File: config.mk
export PLATFORM = sky130hd
export DESIGN_NAME = node_out_arb
export DESIGN_NICKNAME = d
export VERILOG_FILES = /design/src/rtl/node_arb_pkg.sv /design/src/rtl/node_rr_pick.sv /design/src/rtl/node_out_arb.sv
export SDC_FILE = /design/constraint.sdc
export NUM_CORES = 1
export LEC_CHECK = 0
export ABC_AREA = 0
export CELL_PAD_IN_SITES_DETAIL_PLACEMENT = 0
export CELL_PAD_IN_SITES_GLOBAL_PLACEMENT = 1
export CORE_ASPECT_RATIO = 0.9
export CORE_MARGIN = 1.5
export CORE_UTILIZATION = 40
export CTS_BUF_LIST = sky130_fd_sc_hd__clkbuf_8
export DETAILED_ROUTE_END_ITERATION = 10
export PLACE_DENSITY = 0.94
export SLEW_MARGIN = 20
export SYNTH_ARGS = -nofsm -noshare
export SYNTH_HDL_FRONTEND = slang
export SYNTH_SLANG_ARGS = --single-unit
File: constraint.sdc
create_clock -name clk -period 12.85 [get_ports clk]
set_input_delay 2.57 -clock clk [delete_from_list [all_inputs] [get_ports clk]]
set_output_delay 2.57 -clock clk [all_outputs]
set_load 0.01 [all_outputs]
File: src/rtl/node_arb_pkg.sv
// Shared types and constants for the MAZE node output arbiter.
// Packet layout: {type[1:0], qos, src[5:0], tgt[5:0], data[7:0]}.
package node_arb_pkg;

   localparam int PKT_W    = 23;
   localparam int DATA_LSB = 0;
   localparam int TGT_LSB  = 8;
   localparam int SRC_LSB  = 14;
   localparam int QOS_BIT  = 20;
   localparam int TYPE_LSB = 21;

   localparam int P_A = 0;
   localparam int P_N = 1;
   localparam int P_W = 2;
   localparam int P_S = 3;
   localparam int P_E = 4;

   typedef struct packed {
      logic [1:0] pkt_type;
      logic       qos;
      logic [5:0] src;
      logic [5:0] tgt;
      logic [7:0] data;
   } pkt_t;

   // Increment modulo n; n need not be a power of two.
   function automatic int wrap_inc(input int i, input int n);
      return (i + 1 >= n) ? 0 : i + 1;
   endfunction

endpackage

File: src/rtl/node_rr_pick.sv
// Round-robin picker: first set request at or after ptr, modulo N.
// Produces the one-hot grant, its index and an any-request flag.
module node_rr_pick #(
   parameter  int N = 5,
   localparam int W = (N > 1) ? $clog2(N) : 1
) (
   input  logic [N-1:0] req,
   input  logic [W-1:0] ptr,
   output logic [N-1:0] gnt,
   output logic [W-1:0] idx,
   output logic         any
);

   int j;

   always_comb begin
      gnt = '0;
      idx = '0;
      any = 1'b0;
      j   = 0;
      for (int k = 0; k < N; k++) begin
         j = int'(ptr) + k;
         if (j >= N) j = j - N;
         if (!any && req[j]) begin
            any    = 1'b1;
            gnt[j] = 1'b1;
            idx    = W'(j);
         end
      end
   end

endmodule

File: src/rtl/node_out_arb.sv
// Output-port arbiter for one MAZE node output: two-class QoS
// round-robin with age promotion and a single registered output stage.
module node_out_arb
   import node_arb_pkg::*;
#(
   parameter  int NUM_REQ = 5,
   parameter  int AGE_MAX = 15,
   localparam int GW      = $clog2(NUM_REQ),
   localparam int AW      = $clog2(AGE_MAX + 1)
) (
   input  logic                     clk,
   input  logic                     rst,
   input  logic [NUM_REQ-1:0]       req_vld,
   input  logic [NUM_REQ*PKT_W-1:0] req_pkt,
   output logic [NUM_REQ-1:0]       req_rdy,
   output logic                     out_vld,
   output logic [PKT_W-1:0]         out_pkt,
   input  logic                     out_rdy,
   output logic [GW-1:0]            grant_id
);

   pkt_t               slot [NUM_REQ];
   logic [AW-1:0]      age  [NUM_REQ];
   logic [NUM_REQ-1:0] qos;
   logic [NUM_REQ-1:0] hi;
   logic [NUM_REQ-1:0] lo;
   logic [GW-1:0]      rr_hi;
   logic [GW-1:0]      rr_lo;
   pkt_t               out_q;

   logic [NUM_REQ-1:0] hi_gnt;
   logic [NUM_REQ-1:0] lo_gnt;
   logic [GW-1:0]      hi_idx;
   logic [GW-1:0]      lo_idx;
   logic               hi_any;
   logic               lo_any;

   logic [NUM_REQ-1:0] gnt_oh;
   logic [GW-1:0]      g;
   logic [GW-1:0]      g_nxt;
   logic               load;
   logic               grant;

   // A qos=0 requester that has lost AGE_MAX times competes as high class.
   always_comb begin
      qos = '0;
      hi  = '0;
      lo  = '0;
      for (int i = 0; i < NUM_REQ; i++) begin
         slot[i] = req_pkt[PKT_W*i +: PKT_W];
         qos[i]  = slot[i].qos;
         hi[i]   = req_vld[i] & (qos[i] | (age[i] == AW'(AGE_MAX)));
         lo[i]   = req_vld[i] & ~hi[i];
      end
   end

   node_rr_pick #(.N(NUM_REQ)) u_pick_hi (
      .req (hi),
      .ptr (rr_hi),
      .gnt (hi_gnt),
      .idx (hi_idx),
      .any (hi_any)
   );

   node_rr_pick #(.N(NUM_REQ)) u_pick_lo (
      .req (lo),
      .ptr (rr_lo),
      .gnt (lo_gnt),
      .idx (lo_idx),
      .any (lo_any)
   );

   assign gnt_oh = hi_any ? hi_gnt : lo_gnt;
   assign g      = hi_any ? hi_idx : lo_idx;
   assign g_nxt  = GW'(wrap_inc(int'(g), NUM_REQ));
   assign load   = ~out_vld | out_rdy;
   assign grant  = ~rst & load & (|req_vld);
   assign req_rdy = grant ? gnt_oh : '0;

   assign out_pkt = out_q;

   always_ff @(posedge clk) begin
      if (rst) begin
         out_vld  <= 1'b0;
         out_q    <= '0;
         grant_id <= '0;
         rr_hi    <= '0;
         rr_lo    <= '0;
         for (int i = 0; i < NUM_REQ; i++) age[i] <= '0;
      end else if (grant) begin
         out_vld  <= 1'b1;
         out_q    <= slot[g];
         grant_id <= g;
         if (hi_any) rr_hi <= g_nxt;
         else        rr_lo <= g_nxt;
         for (int i = 0; i < NUM_REQ; i++) begin
            if (GW'(i) == g)
               age[i] <= '0;
            else if (req_vld[i] & ~qos[i] & (age[i] < AW'(AGE_MAX)))
               age[i] <= age[i] + 1'b1;
         end
      end else if (load) begin
         out_vld <= 1'b0;
      end
   end

endmodule

# == Word-level counts from Yosys, hierarchy flattened ==
# Memories as Yosys holds them, arrays and structs flattened.
# Index checks and enable logic that the tools add are counted.
# op_classes
n_addsub,24
n_reduce_logical,31
magnitude_cmp,37
eq_ne,9
muxes,155
n_bitwise,60
# ops
cell,n
$ge 32x1->1 const B,10
$lt 32x5->1 const B,10
$mux 32,10
$ge 32x4->1 const B,8
$sub 32x4->32 const B,8
$mux 1,88
$bmux 23 s3,1
$mux 5,12
$mux 23,2
$mux 4,10
$or 5x5->5,8
$mux 3,12
$bmux 1 s3,10
$demux 1 s3,10
$and 1x1->1,22
$add 4x1->4 const B,5
$eq 4x4->1 const B,5
$lt 4x4->1 const B,5
$logic_and 1x1->1,18
$add 3x2->4 const B,4
$or 1x1->1,16
$not 1->1,13
$add 3x1->4 const B,3
$add 3x3->4 const B,2
13 further kinds,24
# totals
mem_count,1
elab_cells,326
in_bits,123
ram_bits,20
regBits,33
out_inout_bits,32
# memory_table
memory,depth,width,rd,rd_clocked_by_memory_dff,wr,line,rtl
age,5,4,5,0,5,node_out_arb.sv:23,logic [AW-1:0] age [NUM_REQ];

# == Logic depth before layout (Yosys ltp) ==
# Gate-level depths: netlist (run 1).
# An unclocked memory read counts as a cell.
# depth
depth_word,30
ltp_mapped,22
ltp_nobuf,17

# == Hierarchy ==
# Synthesis (run 1) repeated with hierarchy kept, for this count alone.
# unflattened
cells_unflattened,731
hier_area_um2,6366.1
# by_module_without_submodules
module,seq_area_each_um2,area_per_inst_um2,instances,cells_per_inst
node_rr_pick,0.0,1614.0,2,228
node_out_arb,1261.2,3138.0,1,275

# == Least setup slack after synthesis (run 1) ==
# Ideal clock, no wire load.
# synth_path
path_type,input port to output port
startpoint,input port req_pkt[112]
endpoint,output port req_rdy[4]
stages,11
path_buffers,1
arrival_ps,5010
required_ps,10280
slack_ps,5270
cell_sequence,a31oi_1 > nand4bb_1 > o21ai_0 > a211o_1 > a221o_1 > buf_6 > nor4_1 > nand2_1 > or2_1 > o311a_1 > o22ai_1
# synth_via
elab_chain_cells,22
elab_cells_between_ends,79
cone_classes,mux (51); bitwise (12); reduce/logical (16)
# synth_lines
item,line,rtl
"start, declared",node_out_arb.sv:14,"input logic [NUM_REQ*PKT_W-1:0] req_pkt,"
$or 1x1->1 *,node_out_arb.sv:52,hi[i] = req_vld[i] & (qos[i] | (age[i] == AW'(AGE_MAX)));
$and 1x1->1 *,node_out_arb.sv:52,
$not 1->1,node_out_arb.sv:53,lo[i] = req_vld[i] & ~hi[i];
$and 1x1->1,node_out_arb.sv:53,
$bmux 1 s3,node_rr_pick.sv:24,if (!any && req[j]) begin
$mux 1 (implied by the code) (2 in series),node_rr_pick.sv:24,
$mux 1,node_rr_pick.sv:24,
$logic_not 1->1,node_rr_pick.sv:24,
(+5 left out),n/a,
$logic_not 1->1,node_rr_pick.sv:24,
$logic_and 1x1->1,node_rr_pick.sv:24,
$mux 1,node_rr_pick.sv:24,
$logic_not 1->1,node_rr_pick.sv:24,
$logic_and 1x1->1,node_rr_pick.sv:24,
$mux 5,node_rr_pick.sv:24,
$mux 5 *,node_out_arb.sv:73,assign gnt_oh = hi_any ? hi_gnt : lo_gnt;
$mux 5 *,node_out_arb.sv:78,assign req_rdy = grant ? gnt_oh : '0;
"end, declared",node_out_arb.sv:15,"output logic [NUM_REQ-1:0] req_rdy,"
# Mark *: on every way between the ends. The rest lies on a longest branch, timed or not. The select of a mux whose other input is x is not followed.

# == Worst setup path after layout (run 1) ==
# Same ends and word-level chain as after synthesis.

==> results of run 1 <==
area by class of cell:
| type | count | area share |
|---|---|---|
| Inverter | 33 | 0.0162 |
| Timing Repair Buffer | 158 | 0.204 |
| Multi-Input combinational cell | 610 | 0.569 |
| Sequential cell | 53 | 0.164 |
| Clock inverter | 3 | 0.00552 |
| Clock buffer | 5 | 0.00893 |
| Tap cell | 198 | 0.0322 |
metal layers:
metal	up-vias	global-route usage	share of wire
met5	-	0	0
met4	0	0.0576	0.018
met3	31	0.0463	0.084
met2	314	0.384	0.44
met1	3087	0.370	0.46
li1	3049	-	-
layout by cell type (no fill, tap or decap), types with 26 or more instances in the layout:
cell,instances
nand2_1,58
dfxtp_1,33
a32oi_1,26
a21oi_1,41
nor2_1,70
nand3_1,27
ha_1,45
mux2i_1,59
clkdlybuf4s50_1,154
inv_1,27
per-stage QoR:
step / util / cells / worst slack [ns] / power (mW)
finish: 0.527 / 1060 / 3.77 / 1.95
global route: 0.527 / 1060 / 3.54 / 2.09
CTS: 0.527 / 1060 / 3.85 / 1.93
detailed placement: 0.519 / 1052 / 3.84 / 1.80
global placement: 0.519 / 1052 / 3.91 / 1.80
floorplan: - / 733 / 5.27 / 1.42
report_power, final:
| part | internal, mW | leakage, nW | switching, mW | total [mW] |
|---|---|---|---|---|
| sequential | 0.248 | 0.484 | 0.0606 | 0.308 |
| combinational | 0.621 | 2.40 | 0.905 | 1.53 |
| clock | 0.0579 | 0.0595 | 0.0593 | 0.117 |
| total | 0.927 | 2.94 | 1.03 | 1.95 |
final timing paths:
check                     from          end  slack [ns]  cells past startpoint
setup reg to reg      rr_hi[0]    age[3][3]        6.86                     15
hold / removal     grant_id[0]  grant_id[0]        0.46                      2
hold reg to reg    grant_id[0]  grant_id[0]        0.46                      2
setup / recovery  req_pkt[112]   req_rdy[4]        3.77                     12
worst max-delay path, cell delays in order:
cell and delay, ns:
clkdlybuf4s50_1 0.46, a31oi_1 0.25, nand4bb_1 0.19, o21ai_0 0.10
a211o_1 0.33, a221o_1 0.47, nor4_1 0.60, nand2_1 0.15
or2_1 0.25, o311a_1 0.30, o22ai_1 0.23, clkdlybuf4s50_1 0.59
cell families after synthesis:
logic type / synth area share
compound gates: 0.267
buf+inv: 0.0545
mux: 0.112
flops: 0.212
simple gates: 0.222
fa+ha+maj: 0.101
xor+xnor: 0.0310
state kept, by name (all words and copies together) (netlist names):
name	count
age	20
grant_id	3
out_pkt	23
out_vld	1
rr_hi	3
rr_lo	3
==> metrics.cfg, run 1 <==
[floorplan]
initial_core_util = 0.407
dieWidth_um = 131
dieArea_um2 = 15600
core-area_um2 = 14600
fp-row-count = 42
die_h_um = 119
io_pins = 155

[clock_tree]
cts_tree = done
clkLatencyLatePin_ns = 0.32
cts_inserted_buffers = 5
cts-root-buf = clkbuf_8
cts_setup_buffers = 0
path_clk_slew_ns = 0.10
cts_hold_buf = 0
clockBufferDepth = 2
cts.sinks = 53
cts_resized = 0
cts_htree_levels = 2

[synth]
syn_avg_cell_area_um2 = 8.11
synth_enable_flop_cells = 20
synth.most_common_cell = nor2_1
syn_nets = 903
synth_common_cells = nor2_1 (71), mux2i_1 (59), nand2_1 (58)
ys_seq_area_frac = 0.212
synth_flop_cell = dfxtp_1
ys_top_cells_by_area = dfxtp_1 (11%), edfxtp_1 (10%), mux2i_1 (9.9%)
yosys_warnings = 0
synth.ff_latch_count = 53
synth_largest_area_cell = dfxtp_1
netlist_area_um2 = 5940
synthCells = 733
async_flop_share = 0
synth_top_area_frac = 0.111
synth_cell_type_count = 84

[setup_path]
cp-start-kind = input port
cp.required_ns = 10.28
criticalPathCategory = input port to output port
end_kind = output port
crit_fanout = 9
critical_path_arrival_ns = 6.51

[detailed_routing]
wl_per_cell_um = 19.5
drtAntennaViolNets = 0
drt_first_pass_iters = 5
wl_um = 20700
routed-via-count = 6481
drc = 0
vias_per_cell = 6.11
drtIter0Drc = 692

[pwr]
powerDensity_nw_per_um2 = 253
ir_drop_uv = 121
leakage_nw = 2.94

[placement]
dpl.hpwl_um = 15700
gp_congestion = 1.06
port_buffers = 154
dpl_cell_area_um2 = 7590

[cells_and_area]
final_cell_area_um2 = 7700
area_growth_pct = 29.6
drive_gt1_frac = 0.0487
nets = 1031
register_area_um2 = 1260
antenna_cells = 0
fillers = 1391
multi_input_area_um2 = 4390

[timing]
timing.final.hold_violations = 0
fin_skew_ns = 0.0110
post-route-period-util = 0.706
tightest_slew_ns = 1.06
slew_violations = 0
fmax_mhz = 110
rsz0062_at_grt = no
setup_tns_ns = 0
finalSetupViolations = 0
period_minus_slack_ns = 9.08
fin_hold_ws_ns = 0.461
relSlewSlack = 0.288

[grt]
grt_pass1_vias = 5894
overflow = 0
antenna_found_initial = 0
grt_pass1_wl_um = 31900
grt_usage = 0.253
grt_max_degree = 50

[hold_path]
hold_class = flip-flop to flip-flop

[outcome]
status = completed

[job]
maxCapViolations = 0

Power figures use the tool's default switching activity.
==> run 2: changes to the inputs <==
--- a/config.mk
+++ b/config.mk
@@ -10,10 +10,10 @@
 export CELL_PAD_IN_SITES_GLOBAL_PLACEMENT = 1
 export CORE_ASPECT_RATIO = 0.9
 export CORE_MARGIN = 1.5
-export CORE_UTILIZATION = 40
+export CORE_UTILIZATION = 34
 export CTS_BUF_LIST = sky130_fd_sc_hd__clkbuf_8
 export DETAILED_ROUTE_END_ITERATION = 10
-export PLACE_DENSITY = 0.94
+export PLACE_DENSITY = 0.85
 export SLEW_MARGIN = 20
 export SYNTH_ARGS = -nofsm -noshare
 export SYNTH_HDL_FRONTEND = slang
==> constraint.sdc (replaced) <==
create_clock -name clk -period 8 [get_ports clk]
set_input_delay 1.6 -clock clk [delete_from_list [all_inputs] [get_ports clk]]
set_output_delay 1.6 -clock clk [all_outputs]
set_load 0.01 [all_outputs]
==> metrics.cfg, run 2 (synthesis gave the netlist of run 1 again) <==
[setup_path]
crit-reg2reg-launch = rr_hi[1]
crit_end = req_rdy[4]
crit_buf_inv = 2  ; unchanged
crit_fanout = 9  ; unchanged
critical_path_arrival_ns = 5.58  ; -0.93 ns
reg2reg_depth = 14  ; -1
cp-start-kind = input port
critical_path.cell_chain = clkdlybuf4s50_1, a31oi_1, nand4bb_1, o21ai_0, a211o_1, a221o_1, nor4_1, nand2_1, or2_1, o311a_1, o22ai_1, clkdlybuf4s50_1
criticalPathCategory = input port to output port
startpoint = req_pkt[112]
end_kind = output port
worstReg2RegEnd = age[3][3]
critPathTopFamily = compound AO/OA/AOI/OAI gates
crit_top_cell = clkdlybuf4s50_1
crit_cells = 12  ; unchanged
crit_path_max_incr_delay_ns = 0.60  ; about the same
cp.required_ns = 6.40  ; -3.88 ns
slowest_stage = nor4_1
r2r_setup_slack_ns = 2.13  ; -4.73 ns

[cells_and_area]
area_growth_pct = 30.4
antenna_cells = 0  ; unchanged
final_common_cell = clkdlybuf4s50_1
final_cell_mix = clkdlybuf4s50_1 (154), nor2_1 (70), mux2i_1 (59)
final_util = 0.456  ; -0.0715
final_cell_area_um2 = 7750  ; +0.62%
drive_gt1_frac = 0.0509  ; +0.00214
largest_register_ffs = 23  ; unchanged
nets = 1034  ; +0.29%

[detailed_routing]
drt_first_pass_iters = 5  ; unchanged
drtAntennaViolNets = 0  ; unchanged
vias_per_cell = 5.75  ; -5.9%
drc = 0  ; unchanged
routed-via-count = 6327  ; -2.4%
wl_per_cell_um = 18.6  ; -4.6%
drtIter0Drc = 590  ; -15%
wl_um = 20500  ; -1.0%

[floorplan]
io_pins = 155  ; unchanged
dieWidth_um = 142  ; +8.3%
die_h_um = 128  ; +8.3%
dieArea_um2 = 18300  ; +17%
initial_core_util = 0.349  ; -0.0573
fp-row-count = 45  ; +7.1%
core-area_um2 = 17000  ; +16%

[placement]
dpl_cell_area_um2 = 7660  ; +0.91%
port_buffers = 154  ; unchanged
dpl.hpwl_um = 15900  ; +1.1%
gp_congestion = 0.941  ; -11%

[clock_tree]
cts-root-buf = clkbuf_8
path_clk_slew_ns = 0.09  ; about the same
cts_resized = 0  ; unchanged
cts.sinks = 53  ; unchanged
clockBufferDepth = 2  ; unchanged
cts_inserted_buffers = 5  ; unchanged
cts_setup_buffers = 0  ; unchanged
cts_hold_buf = 0  ; unchanged
clkLatencyLatePin_ns = 0.32  ; about the same
cts_htree_levels = 2  ; unchanged
cts_tree = done

[grt]
antenna_found_initial = 0  ; unchanged
grt_max_degree = 50  ; unchanged
grt_usage = 0.222  ; -0.0314
overflow = 0  ; unchanged
grt_pass1_vias = 6035  ; +2.4%
grt_pass1_wl_um = 32400  ; +1.4%

[timing]
slew_violations = 0  ; unchanged
fin_hold_ws_ns = 0.453  ; -0.00832 ns
timing.final.hold_violations = 0  ; unchanged
setup_tns_ns = 0  ; unchanged
fin_skew_ns = 0.0108  ; -0.000231 ns
fmax_mhz = 139
tightest_slew_ns = 1.05  ; -0.0108 ns
rsz0062_at_grt = no
finalSetupViolations = 0  ; unchanged
post-route-period-util = 0.897
period_minus_slack_ns = 7.18
relSlewSlack = 0.296  ; +0.00720

[job]
maxCapViolations = 0  ; unchanged

[pwr]
swShare = 0.526  ; +0.000938
combPwrFrac = 0.794  ; +0.012
powerDensity_nw_per_um2 = 400  ; +58%
p_sw_mw = 1.63  ; +59%
clkPwrFrac = 0.052  ; -0.008
seqPwrFrac = 0.154  ; -0.004
design_power_total_mw = 3.10  ; +59%
leakage_nw = 2.95  ; +0.33%
intPower_mw = 1.47  ; +59%
ir_drop_uv = 413  ; +240%

[outcome]
status = completed

[hold_path]
hold_class = flip-flop to flip-flop

==> run 2: changes by cell type in the layout (fill, tap and decap cells not counted) <==
cell,delta
inv_1,+1
bufinv_16,-1
clkinv_4,-1
clkbuf_8,+1
buf_4,+3
==> run 2: worst min path at each step <==
stage / endpoint / cells after the start / startpoint
global placement: grant_id[0] / 2 / grant_id[0]
global route: grant_id[0] / 2 / grant_id[0]
detailed placement: grant_id[0] / 2 / grant_id[0]
finish: grant_id[0] / 2 / grant_id[0]
CTS: grant_id[0] / 2 / grant_id[0]
floorplan: grant_id[0] / 2 / grant_id[0]
==> run 2: worst reg2reg max path: stages (launching register included) <==
cell and delay, ns:
dfxtp_1 0.67, inv_2 0.26, ha_1 0.70, inv_1 0.23, a211oi_2 0.47, o211ai_1 0.23
a221o_1 0.54, nor4b_4 0.60, a21boi_1 0.36, a221oi_4 0.11, buf_4 0.38, ha_1 0.32
ha_1 0.25, or3_1 0.46, nor2_1 0.15
==> run 2: final cells by class <==
| cell class | instances | area, um^2 |
|---|---|---|
| Fill cell | 1725 | 9250 |
| Multi-Input combinational cell | 610 | 4390 |
| Timing Repair Buffer | 161 | 1590 |
| Sequential cell | 53 | 1260 |
| Tap cell | 235 | 294 |
| Inverter | 33 | 125 |
| Clock buffer | 6 | 82.6 |
| Clock inverter | 2 | 7.51 |
==> run 2: through the flow <==
| stage | cells | worst slack [ns] |
|---|---|---|
| finish | 1100 | 0.824 |
| global route | 1100 | 0.439 |
| CTS | 1100 | 0.936 |
| detailed placement | 1092 | 0.946 |
| global placement | 1092 | 1.04 |
| floorplan | 733 | 2.36 |
==> run 2: power by group through the flow <==
stage / Combinational, mW / Sequential, mW / Clock [mW]
floorplan: 1.79 / 0.488 / 0
global placement: 2.44 / 0.478 / 0
detailed placement: 2.43 / 0.481 / 0
CTS: 2.44 / 0.476 / 0.164
global route: 2.69 / 0.490 / 0.173
finish: 2.46 / 0.477 / 0.161
==> run 2: layer usage <==
| layer | part of all wire | GRT usage | routed length (um) | vias up |
|---|---|---|---|---|
| li1 | - | - | - | 3058 |
| met1 | 0.46 | 0.323 | 9500 | 2981 |
| met2 | 0.45 | 0.343 | 9140 | 267 |
| met3 | 0.075 | 0.0391 | 1530 | 21 |
| met4 | 0.014 | 0.0455 | 282 | 0 |
| met5 | 0 | 0 | 0 | - |
==> run 3: changes to the inputs <==
==> constraint.sdc (replaced) <==
create_clock -name clk -period 8 [get_ports clk]
set_input_delay 1.6 -clock clk [delete_from_list [all_inputs] [get_ports clk]]
set_output_delay 1.6 -clock clk [all_outputs]
set_load 0.1 [all_outputs]
==> metrics.cfg, run 3 (synthesis gave the netlist of run 1 again) <==
[setup_path]
end_kind = output port
crit_path_max_incr_delay_ns = 0.59  ; about the same
slowest_stage = nor4_1
cp-start-kind = input port
critPathTopFamily = compound AO/OA/AOI/OAI gates
r2r_setup_slack_ns = 2.17  ; +0.04 ns
critical_path.cell_chain = clkdlybuf4s50_1, a31oi_1, nand4bb_1, o21ai_0, a211o_1, a221o_1, nor4_1, nand2_1, or2_1, o311a_1, o22ai_1, buf_4
critical_path_arrival_ns = 5.32  ; -0.26 ns
criticalPathCategory = input port to output port
cp.required_ns = 6.40  ; about the same
crit_fanout = 9  ; unchanged
crit_buf_inv = 2  ; unchanged

[detailed_routing]
vias_per_cell = 5.75  ; unchanged
drt_first_pass_iters = 5  ; unchanged
drtAntennaViolNets = 0  ; unchanged
drc = 0  ; unchanged
routed-via-count = 6327  ; unchanged
wl_um = 20900  ; +2.2%
drtIter0Drc = 579  ; -1.9%
wl_per_cell_um = 19.0  ; +2.2%

[pwr]
clkPwrFrac = 0.043  ; -0.009
intPower_mw = 1.46  ; -0.63%
swShare = 0.586  ; +0.0603
combPwrFrac = 0.824  ; +0.030
p_sw_mw = 2.07  ; +27%
leakage_nw = 2.95  ; about the same
powerDensity_nw_per_um2 = 456  ; +14%
seqPwrFrac = 0.133  ; -0.021
ir_drop_uv = 352  ; -15%

[cells_and_area]
nets = 1034  ; unchanged
final_common_cell = clkdlybuf4s50_1
area_growth_pct = 30.1
drive_gt1_frac = 0.0566  ; +0.00578
largest_register_ffs = 23  ; unchanged
antenna_cells = 0  ; unchanged
final_cell_mix = clkdlybuf4s50_1 (149), nor2_1 (70), mux2i_1 (59)

[grt]
overflow = 0  ; unchanged
grt_pass1_wl_um = 32300  ; -0.15%
grt_pass1_vias = 5953  ; -1.4%
antenna_found_initial = 0  ; unchanged
grt_usage = 0.221  ; -0.000733
grt_max_degree = 50  ; unchanged

[placement]
port_buffers = 154  ; unchanged
preCtsSetupSlack_ns = 1.18  ; +0.239 ns
dpl.hpwl_um = 16300  ; +2.4%
gp_congestion = 0.992  ; +5.5%

[clock_tree]
path_clk_slew_ns = 0.10  ; about the same
cts_tree = done
cts.sinks = 53  ; unchanged
clockBufferDepth = 2  ; unchanged
cts_resized = 0  ; unchanged
cts_hold_buf = 0  ; unchanged
cts-root-buf = clkbuf_8
cts_setup_buffers = 0  ; unchanged
cts_htree_levels = 2  ; unchanged
clkLatencyLatePin_ns = 0.31  ; about the same
cts_inserted_buffers = 5  ; unchanged

[timing]
setup_ws_ns = 1.08  ; +0.259 ns
slew_violations = 0  ; unchanged
period_minus_slack_ns = 6.92  ; -0.259 ns
finalSetupViolations = 0  ; unchanged
setup_tns_ns = 0  ; unchanged
timing.final.hold_violations = 0  ; unchanged
fin_skew_ns = 0.0141  ; +0.00339 ns
fmax_mhz = 145  ; +3.7%
rsz0062_at_grt = no
relSlewSlack = 0.279  ; -0.0162
tightest_slew_ns = 1.08  ; +0.0242 ns
post-route-period-util = 0.865  ; -0.0324

[job]
maxCapViolations = 0  ; unchanged

[floorplan]
io_pins = 155  ; unchanged
dieWidth_um = 142  ; unchanged
fp-row-count = 45  ; unchanged
dieArea_um2 = 18300  ; unchanged
initial_core_util = 0.349  ; unchanged
core-area_um2 = 17000  ; unchanged
die_h_um = 128  ; unchanged

[hold_path]
hold_class = flip-flop to flip-flop

[outcome]
status = completed

run 3: path summary, 6_finish.rpt:
kind	cells past startpoint	start	to
worst min register to register	2	grant_id[0]	grant_id[0]
worst max-delay path	12	req_pkt[112]	req_rdy[4]
worst min-delay path	2	grant_id[0]	grant_id[0]
worst max register to register	14	rr_hi[1]	age[3][2]
run 3: per-layer routing:
layer	vias up	wire length [um]	global-route usage
met1	2991	9600	0.321
li1	3050	-	-
met4	0	230	0.0315
met2	270	9310	0.341
met3	16	1770	0.0495
met5	-	0	0
run 3: worst reg2reg max path, stage by stage (launching register included):
cell and delay [ns]:
dfxtp_1 0.62, inv_2 0.25, ha_1 0.70, inv_1 0.25
a211oi_2 0.50, o211ai_1 0.23, a221o_1 0.55, nor4b_4 0.58
a21boi_1 0.35, a221oi_4 0.10, buf_4 0.36, ha_1 0.34
ha_1 0.27, or3_1 0.47, nor2_1 0.13
run 3: layout make-up:
class,count,area [um^2]
fillers,1769,9270
multi-input cells,610,4390
repair buffers,161,1580
flip-flops and latches,53,1260
well taps,235,294
inverters,33,125
clock buffers,5,68.8
clock inverters,3,15.0
run 3: power by group through the flow:
stage                     sequential, mW  clock [mW]  combinational, mW
after floorplan                    0.843           0               1.85
after global placement             0.469           0               2.87
after detailed placement           0.472           0               2.86
after CTS                          0.467       0.157               2.87
after global routing               0.483       0.167               3.11
final                              0.468       0.152               2.91
run 3: stage by stage:
step,utilization,std cells,hold WS [ns],power (mW),instance area [um^2]
after CTS,0.454,1100,0.461,3.49,7730
after floorplan,-,733,0.562,2.70,5940
after global routing,0.455,1100,0.494,3.76,7730
after detailed placement,0.450,1092,0.439,3.33,7640
after global placement,0.450,1092,0.434,3.34,7640
final,0.455,1100,0.458,3.53,7730
